File: src/rtl/alu_seq.sv
// Handshaked multi-cycle ALU: add/sub/compare/logic in one cycle, shifts
// iterated SHIFT_STEP bits per cycle, result held with Z/C/N/V/err flags.
module alu_seq #(
  parameter int unsigned WIDTH      = 32,
  parameter int unsigned SHIFT_STEP = 1
) (
  input  logic             clk,
  input  logic             rst,
  input  logic             in_valid,
  output logic             in_ready,
  input  logic [3:0]       op,
  input  logic [WIDTH-1:0] src_a,
  input  logic [WIDTH-1:0] src_b,
  output logic             out_valid,
  input  logic             out_ready,
  output logic [WIDTH-1:0] result,
  output logic             z,
  output logic             c,
  output logic             n,
  output logic             v,
  output logic             err,
  output logic             busy
);

  localparam int unsigned SW = $clog2(WIDTH);
  localparam logic [SW-1:0] STEP_W = SW'(SHIFT_STEP);

  localparam logic [3:0] OP_ADD  = 4'd0;
  localparam logic [3:0] OP_SUB  = 4'd1;
  localparam logic [3:0] OP_SLT  = 4'd2;
  localparam logic [3:0] OP_SLTU = 4'd3;
  localparam logic [3:0] OP_XOR  = 4'd4;
  localparam logic [3:0] OP_OR   = 4'd5;
  localparam logic [3:0] OP_AND  = 4'd6;
  localparam logic [3:0] OP_SLL  = 4'd7;
  localparam logic [3:0] OP_SRL  = 4'd8;
  localparam logic [3:0] OP_SRA  = 4'd9;

  typedef enum logic [1:0] {IDLE, SHIFT, DONE} state_t;

  state_t           state;
  logic [WIDTH-1:0] sh_reg;
  logic [SW-1:0]    rem;
  logic [3:0]       shift_op;

  logic [WIDTH:0]   add_w;
  logic [WIDTH:0]   sub_w;
  logic             borrow;
  logic             v_add;
  logic             v_sub;
  logic [SW-1:0]    amt;
  logic             start_shift;
  logic [WIDTH-1:0] alu_res;
  logic             alu_c;
  logic             alu_v;
  logic             alu_err;
  logic [SW-1:0]    step_k;
  logic [SW-1:0]    rem_next;
  logic [WIDTH-1:0] sh_next;

  assign in_ready  = (state == IDLE);
  assign out_valid = (state == DONE);
  assign busy      = (state == SHIFT) || (state == DONE);

  // Shared adder paths: SUB/SLT/SLTU all use A + ~B + 1
  assign add_w  = {1'b0, src_a} + {1'b0, src_b};
  assign sub_w  = {1'b0, src_a} + {1'b0, ~src_b} + (WIDTH+1)'(1);
  assign borrow = ~sub_w[WIDTH];
  assign v_add  = (src_a[WIDTH-1] == src_b[WIDTH-1]) && (add_w[WIDTH-1] != src_a[WIDTH-1]);
  assign v_sub  = (src_a[WIDTH-1] != src_b[WIDTH-1]) && (sub_w[WIDTH-1] != src_a[WIDTH-1]);
  assign amt    = src_b[SW-1:0];
  assign start_shift = ((op == OP_SLL) || (op == OP_SRL) || (op == OP_SRA)) && (amt != '0);

  // Single-cycle result; shifts only reach here with a zero amount
  always_comb begin
    alu_res = '0;
    alu_c   = 1'b0;
    alu_v   = 1'b0;
    alu_err = 1'b0;
    case (op)
      OP_ADD: begin
        alu_res = add_w[WIDTH-1:0];
        alu_c   = add_w[WIDTH];
        alu_v   = v_add;
      end
      OP_SUB: begin
        alu_res = sub_w[WIDTH-1:0];
        alu_c   = borrow;
        alu_v   = v_sub;
      end
      OP_SLT: begin
        alu_res = WIDTH'(sub_w[WIDTH-1] ^ v_sub);
        alu_c   = borrow;
        alu_v   = v_sub;
      end
      OP_SLTU: begin
        alu_res = WIDTH'(borrow);
        alu_c   = borrow;
        alu_v   = v_sub;
      end
      OP_XOR: alu_res = src_a ^ src_b;
      OP_OR:  alu_res = src_a | src_b;
      OP_AND: alu_res = src_a & src_b;
      OP_SLL, OP_SRL, OP_SRA: alu_res = src_a;
      default: alu_err = 1'b1;
    endcase
  end

  // One iteration of the shifter: k = min(SHIFT_STEP, rem)
  always_comb begin
    step_k   = (rem > STEP_W) ? STEP_W : rem;
    rem_next = rem - step_k;
    case (shift_op)
      OP_SLL:  sh_next = sh_reg << step_k;
      OP_SRA:  sh_next = WIDTH'($signed(sh_reg) >>> step_k);
      default: sh_next = sh_reg >> step_k;
    endcase
  end

  always_ff @(posedge clk or posedge rst) begin
    if (rst) begin
      state    <= IDLE;
      sh_reg   <= '0;
      rem      <= '0;
      shift_op <= '0;
      result   <= '0;
      z        <= 1'b0;
      c        <= 1'b0;
      n        <= 1'b0;
      v        <= 1'b0;
      err      <= 1'b0;
    end else begin
      case (state)
        IDLE: begin
          if (in_valid) begin
            if (start_shift) begin
              sh_reg   <= src_a;
              rem      <= amt;
              shift_op <= op;
              state    <= SHIFT;
            end else begin
              result <= alu_res;
              z      <= (alu_res == '0);
              n      <= alu_res[WIDTH-1];
              c      <= alu_c;
              v      <= alu_v;
              err    <= alu_err;
              state  <= DONE;
            end
          end
        end
        SHIFT: begin
          sh_reg <= sh_next;
          rem    <= rem_next;
          if (rem_next == '0) begin
            result <= sh_next;
            z      <= (sh_next == '0);
            n      <= sh_next[WIDTH-1];
            c      <= 1'b0;
            v      <= 1'b0;
            err    <= 1'b0;
            state  <= DONE;
          end
        end
        DONE: begin
          if (out_ready) state <= IDLE;
        end
        default: state <= IDLE;
      endcase
    end
  end

endmodule

File: config.mk
export PLATFORM = sky130hd
export DESIGN_NAME = alu_seq
export DESIGN_NICKNAME = d
export VERILOG_FILES = /design/src/rtl/alu_seq.sv
export SDC_FILE = /design/constraint.sdc
export NUM_CORES = 1
export LEC_CHECK = 0
export BUFFER_PORTS_ARGS = -buffer_cell sky130_fd_sc_hd__buf_2
export CORE_ASPECT_RATIO = 1.4
export CORE_MARGIN = 5
export CORE_UTILIZATION = 50
export CTS_BUF_LIST = sky130_fd_sc_hd__clkbuf_8
export DETAILED_ROUTE_END_ITERATION = 8
export GPL_TIMING_DRIVEN = 0
export PLACE_DENSITY = 0.74
export SLEW_MARGIN = 10
export SYNTH_ARGS = -nofsm -noshare
export SYNTH_HDL_FRONTEND = slang
export SYNTH_SLANG_ARGS = --single-unit
File: constraint.sdc
create_clock -name clk -period 2.82 [get_ports clk]
set_input_delay 0.423 -clock clk [delete_from_list [all_inputs] [get_ports clk]]
set_output_delay 0.423 -clock clk [all_outputs]
set_load 0.02 [all_outputs]
==> flow_summary.toml, run 1 <==
[route]
route.detailed.drc = 0
routed_wire_length_per_instance_microns = 24.3
detail_route.first_pass.iterations = 6
dr.first_iter.drc_count = 1529
vias = 12993
vias_per_cell = 6.77
antenna_left = 0
drt-total-wl_microns = 46600

[grt]
first_global_vias = 12423
grt_pass1_wl_microns = 69000
gr-usage-all-layers_pct = 36.0
grt_antenna_before_repair = 0
grt-ovfl-total = 0
grt_max_degree = 57

[worst_setup_path]
critical_path_arrival_ns = 3.72
r2r.worst_path.cells = 13
rr_startpoint = "rem[2]"
worstSetupPathType = "input pin to flip-flop"
cp.buffers_inverters = 3
worstReg2RegEnd = "z"
crit_chain = "buf_8 > inv_4 > ha_4 > buf_6 > nor3_4 > or3_1 > a221oi_1 > o21ai_1 > a2111oi_2 > nand4_1 > nor4_4 > nand4b_1 > nand4bb_1 > nand4b_1 > o31ai_2"
cp_slowest_stage_delay_ns = 0.48
critical_path.endpoint_type = "flip-flop"
critical_path_required_ns = 3.10
timing.critical_path.depth = 15
crit_path_top_delay_cell = "a2111oi_2"
timing.critical_path.from_type = "input pin"
crit_start = "src_b[2]"
cp_top_family = "simple AND/OR/NAND/NOR gates"
cp_common_cell = "nand4b_1"
crit_path_end = "z"
worst-path-max-fanout = 5
worst-r2r-setup-slack_ns = -0.58

[clock_tree]
cts-root-to-sink-buffers = 2
cts_tree = "built"
tritoncts.num_buffers = 9
cts.reportedPaths.clkPinSlew_ns = 0.09
cts-root-buf = "clkbuf_8"
tritoncts_num_sinks = 79
ctsHtreeMaxLevel = 3
post_cts_hold_buffer_count = 0
insertion_delay_to_the_later_sink_of_the_worst_skew_pair_ns = 0.36

[sta]
maxSlewViolCount = 0
maxSlewHeadroom_pct = 34.9
final.min_clock_period_ns = 3.45
final_min_period_over_clock_period_pct = 122
max_freq_ghz = 0.290
fin_skew_ns = 0.0116
timing.final.ws_setup_ns = -0.629
timing_worst_slew_pin_value_ns = 0.977
unrepaired_setup_endpoints_after_global_routing = "yes"
setup_viol = 18
final_hold_vios = 0

[worst_hold_path]
worstHoldPathType = "input pin to async pin"

[finish]
synthToLayoutAreaGrowth_pct = 35.9
post_route_cells_drive_above_1_share_pct = 32.3
final_net_count = 1843
antenna-diode-count = 0
final_util_pct = 69.2

[synth]
synthArstFlopShare_pct = 100
yosys_warnings = 0
synth_nets = 1619
synth-edff-count = 0
syn_inst = 1433
number_of_flip_flops_and_latches_in_the_synthesized_netlist = 79
netlist_area_sq_mm = 0.0105
synthDistinctLibCells = 86
share_of_synthesized_area_occupied_by_flip_flops_and_latches_pct = 18.8
synth-main-ff-cell = "dfrtp_1"
synth.avg_cell_area_sq_um = 7.33

[placement]
gpl.final_weighted_congestion = 1.01
place_ws_ns = -1.52
number_of_input_and_output_port_buffers_inserted = 110
hpwlAfterDp_microns = 34300

[floorplan]
dieHeight_microns = 182
die_area_sq_mm = 0.0241
placement_rows = 62
coreArea_sq_mm = 0.0206
io_pins = 112
floorplan.initialDensity_pct = 50.9
die_width_microns = 133

[pwr]
post-layout-total-power_w = 0.00828
vdd.ir_drop.worst_mv = 0.401
switching_share_pct = 49.8
p_int_w = 0.00416
share_clk_of_total_power_pct = 12.7
power_per_cell_area_mw_per_mm2 = 580
static-leakage-power_nw = 6.44
power.share.sequential_pct = 25.1
net-switching-power_w = 0.00412
share_comb_of_total_power_pct = 62.2

[flow_run]
max_cap_violations = 0

[outcome]
violations = "negative setup slack"
outcome = "finished, violations left"
[timing repair]
action                                  CTS  global route
resized for setup                       236           179
endpoints found under the hold margin     0             0
endpoints found under the setup margin   48            49
pin swaps                                55            93
buffers inserted                         55            52
[final cells by class]
cell class	count	area, sq um
repair buffers	218	1650
fillers	1741	6350
inverters	111	473
clock inverters	6	108
well taps	256	320
plain buffers	88	557
flip-flops and latches	79	1980
multi-input cells	1150	9070
clock buffers	10	138
[power groups by stage]
stage	sequential [W]	clock, W	combinational (W)
floorplan	0.00223	0	0.00265
finish	0.00208	0.00105	0.00515
global route	0.00214	0.00110	0.00550
CTS	0.00206	0.00105	0.00464
detailed placement	0.00208	0	0.00427
global placement	0.00206	0	0.00421
[worst min-delay path by stage]
stage	slack (ns)	from	to	depth (start not counted)
2_1_floorplan	0.46	shift_op[3]	shift_op[3]	2
3_3_place_gp	0.46	result[3]	result[3]	1
3_5_place_dp	0.42	rst	result[23]	2
4_1_cts	0.03	rst	result[20]	2
5_1_grt	0.04	rst	result[20]	2
6_report	0.03	rst	result[20]	2
[metal layers]
layer	share of wire, %	routed length, microns	track usage (%)	vias up
met2	47	21800	60.8	871
met4	8.1	3780	23.0	0
met5	0	0	0	-
li1	-	-	-	5685
met3	9.2	4300	5.01	277
met1	36	16700	42.7	6160
[worst register-to-register path: stages, from the launching register on]
cell and delay [ns]:
dfrtp_1 0.46, nor2_2 0.21, nand2_1 0.13, nand2_1 0.11
ha_1 0.21, a31oi_2 0.16, a21o_1 0.25, a2111oi_2 0.39
nand4_1 0.23, nor4_4 0.36, nand4b_1 0.18, nand4bb_1 0.20
nand4b_1 0.20, o31ai_2 0.23
[placed cells by master (no fill, tap or decap), types with 11 or more instances in the layout]
cell type	Yosys	layout
clkbuf_1	62	27
a21oi_2	1	18
ha_1	111	83
nand2_1	169	167
inv_2	0	22
o21ai_2	0	11
inv_1	108	70
a21o_1	16	14
o21ai_0	147	117
clkbuf_2	0	21
o21ai_1	1	19
buf_6	2	27
buf_2	19	94
a221oi_1	14	12
buf_4	4	109
o211ai_1	11	11
nand3_1	25	20
a21oi_1	112	87
nor2_1	113	105
mux2i_1	69	68
dfrtp_1	79	79
clkbuf_8	0	12
nor3_1	34	26
ha_4	0	22
a31oi_1	21	18
nand4_1	12	12
inv_4	0	12
o21a_1	13	12
[per-stage QoR]
step | cells | setup TNS [ns] | area [sq um] | hold slack (ns)
final | 1918 | -5.38 | 14300 | 0.0270
after global routing | 1918 | -6.61 | 14300 | 0.0419
after CTS | 1871 | -3.15 | 13300 | 0.0349
after detailed placement | 1802 | -31.29 | 11800 | 0.421
after global placement | 1799 | -78.67 | 11700 | 0.457
after floorplan | 1433 | -1.92 | 10800 | 0.463
[synth_stat cells (7+ instances only)]
master / count / area, sq um
inv_1: 108 / 405
o21bai_1: 12 / 90.1
nor2_1: 113 / 424
mux2_2: 7 / 78.8
nand4_1: 12 / 75.1
ha_1: 111 / 1390
a211o_1: 7 / 61.3
a21o_1: 16 / 120
o21a_1: 13 / 97.6
o2111ai_1: 9 / 78.8
nor4_1: 18 / 113
nand3_1: 25 / 125
o21ai_0: 147 / 736
a211oi_1: 18 / 135
o211ai_1: 11 / 82.6
buf_2: 19 / 95.1
nand2_1: 169 / 634
a21oi_1: 112 / 561
nand2b_1: 9 / 56.3
dfrtp_1: 79 / 1980
nor3_1: 34 / 170
mux2i_1: 69 / 691
a22oi_1: 10 / 75.1
and3_1: 7 / 43.8
clkbuf_1: 62 / 233
o31ai_1: 18 / 135
and2_1: 8 / 50.1
a222oi_1: 9 / 90.1
o22ai_1: 9 / 56.3
nor2b_1: 15 / 93.8
a221oi_1: 14 / 123
o221ai_1: 8 / 70.1
a31oi_1: 21 / 131
[logic make-up (layout without fill, tap and decap cells)]
logic type / after synthesis / in the layout / share of synthesized area (%)
AO/OA/AOI/OAI: 500 / 500 / 31.3
XOR/XNOR: 4 / 4 / 0.333
adder cells (fa/ha/maj): 114 / 114 / 13.8
buffers and inverters: 204 / 433 / 7.80
flip-flops: 79 / 79 / 18.8
multiplexers: 76 / 76 / 7.32
AND/OR/NAND/NOR: 456 / 456 / 20.7
No activity file was read; power rests on OpenSTA's default activity.
==> inputs of run 2 (changes only) <==
Settings changed: CELL_PAD_IN_SITES_DETAIL_PLACEMENT set to 0, CELL_PAD_IN_SITES_GLOBAL_PLACEMENT set to 1, CORE_UTILIZATION 50 to 46, PLACE_DENSITY 0.74 to 0.89.
==> flow_summary.toml, run 2 (synthesis gave the netlist of run 1 again) <==
[pwr]
p_int_w = 0.00388
post-layout-total-power_w = 0.00801
power_per_cell_area_mw_per_mm2 = 559
power.share.sequential_pct = 26.1
share_clk_of_total_power_pct = 9.3
switching_share_pct = 51.6
share_comb_of_total_power_pct = 64.6
vdd.ir_drop.worst_mv = 0.354
net-switching-power_w = 0.00413
static-leakage-power_nw = 6.41

[clock_tree]
ctsHtreeMaxLevel = 3
cts-root-buf = "clkbuf_8"
insertion_delay_to_the_later_sink_of_the_worst_skew_pair_ns = 0.38
tritoncts.num_buffers = 9
cts_tree = "built"
cts-root-to-sink-buffers = 2
cts.reportedPaths.clkPinSlew_ns = 0.08
tritoncts_num_sinks = 79

[sta]
max_freq_ghz = 0.284
final_hold_vios = 0
timing.final.ws_setup_ns = -0.704
timing_worst_slew_pin_value_ns = 1.02
maxSlewHeadroom_pct = 32.2
setup_viol = 16
fin_skew_ns = 0.00821
unrepaired_setup_endpoints_after_global_routing = "yes"
maxSlewViolCount = 0
final.min_clock_period_ns = 3.52
finalSetupTns_ns = -3.91
final_min_period_over_clock_period_pct = 125

[floorplan]
die_width_microns = 138
coreArea_sq_mm = 0.0225
io_pins = 112
placement_rows = 65
die_area_sq_mm = 0.0260
dieHeight_microns = 189
floorplan.initialDensity_pct = 46.7

[grt]
grt_pass1_wl_microns = 72200
grt-ovfl-total = 0
grt_max_degree = 59
first_global_vias = 12592
gr-usage-all-layers_pct = 36.1
grt_antenna_before_repair = 0

[placement]
number_of_input_and_output_port_buffers_inserted = 110
gpl.final_weighted_congestion = 0.996
hpwlAfterDp_microns = 36100

[route]
dr.first_iter.drc_count = 1070
vias = 12592
vias_per_cell = 6.45
route.detailed.drc = 0
routed_wire_length_per_instance_microns = 24.6
drt-total-wl_microns = 48000
detail_route.first_pass.iterations = 6
antenna_left = 0

[finish]
n_fill_cell = 2019
mostFrequentLayoutCell = "nand2_1"
synthToLayoutAreaGrowth_pct = 36.2
post_route_cells_drive_above_1_share_pct = 31.3
antenna-diode-count = 0
mostFrequentLayoutCells = "167 x nand2_1, 118 x o21ai_0, 107 x nor2_1"
final_net_count = 1832

[worst_hold_path]
worstHoldPathType = "input pin to flip-flop"

[worst_setup_path]
critical_path.endpoint_type = "flip-flop"
worst-r2r-setup-slack_ns = -0.46
cp_slowest_stage_delay_ns = 0.48
crit_path_top_delay_cell = "fa_2"
crit_chain = "buf_6 > inv_1 > ha_1 > buf_6 > inv_4 > a21oi_4 > o211ai_1 > o221ai_4 > o31ai_4 > a211oi_2 > nor2_1 > nor2_1 > o21ai_1 > fa_2 > a222oi_1 > o211ai_1 > a22o_1"
critical_path_arrival_ns = 3.80
worstSetupPathType = "input pin to flip-flop"
critical_path_required_ns = 3.09
timing.critical_path.from_type = "input pin"
worst-path-max-fanout = 10

[outcome]
outcome = "finished, violations left"
violations = "negative setup slack"

[flow_run]
max_cap_violations = 0
-- run 2: cell types whose count changed in the layout (fill, tap and decap cells not counted), sizes merged --
cell	change
clkbuf	+1
dlygate4sd3	+1
bufinv	-3
clkinv	-1
inv	+3
buf	-13
-- run 2: path summary, 6_finish.rpt --
check	cells past startpoint	startpoint	end
min	3	src_a[18]	sh_reg[18]
max in group asynchronous	4	rst	sh_reg[11]
min in group asynchronous	3	rst	result[26]
max	17	src_a[10]	result[31]
max reg2reg	10	shift_op[1]	z
min reg2reg	2	result[20]	result[20]
-- run 2: power groups by stage --
stage / clock network, W / registers, W / logic (W)
after floorplan: 0 / 0.00223 / 0.00265
after global placement: 0 / 0.00207 / 0.00429
after detailed placement: 0 / 0.00208 / 0.00434
after CTS: 0.000750 / 0.00206 / 0.00488
after global routing: 0.000789 / 0.00214 / 0.00556
final: 0.000744 / 0.00209 / 0.00518
-- run 2: through the flow --
stage | std cells | hold slack (ns) | area (sq um) | utilization, % | setup WS [ns]
global route | 1951 | 0.310 | 14300 | 63.5 | -0.773
floorplan | 1433 | 0.463 | 10800 | - | -0.511
CTS | 1940 | 0.303 | 13800 | 61.3 | -0.535
detailed placement | 1847 | 0.409 | 11800 | 52.5 | -1.68
finish | 1951 | 0.327 | 14300 | 63.5 | -0.704
global placement | 1844 | 0.456 | 11800 | 52.2 | -1.75
-- run 2: critical path, delay by kind of cell --
| kind | cells | cell delay [ns] |
|---|---|---|
| AO/OA/AOI/OAI | 9 | 2.01 |
| adder cells (fa/ha/maj) | 2 | 0.77 |
| buffers and inverters | 4 | 0.41 |
| AND/OR/NAND/NOR | 2 | 0.18 |
-- run 2: cell type report --
cell class	count	area [sq um]	share of cell area [%]
plain buffers	88	582	4.07
clock buffers	10	138	0.962
clock inverters	5	20.0	0.140
inverters	111	492	3.44
multi-input cells	1150	9100	63.6
flip-flops and latches	79	1980	13.8
well taps	301	377	2.63
repair buffers	207	1620	11.3
-- run 2: what timing repair did --
item / in CTS / in global routing
setup buffers: 81 / 14
hold buffers: 1 / 0
gates resized for setup: 324 / 112
pin swaps: 83 / 58
endpoints found under the setup margin: 57 / 42
endpoints found under the hold margin: 4 / 0
-- run 2: metal layers --
metal | vias to the layer above | global-route usage [%] | wire, microns
met3 | 223 | 5.50 | 3460
met1 | 6021 | 42.2 | 17900
met4 | 0 | 24.2 | 3680
met5 | - | 0 | 0
li1 | 5676 | - | -
met2 | 672 | 60.2 | 23000
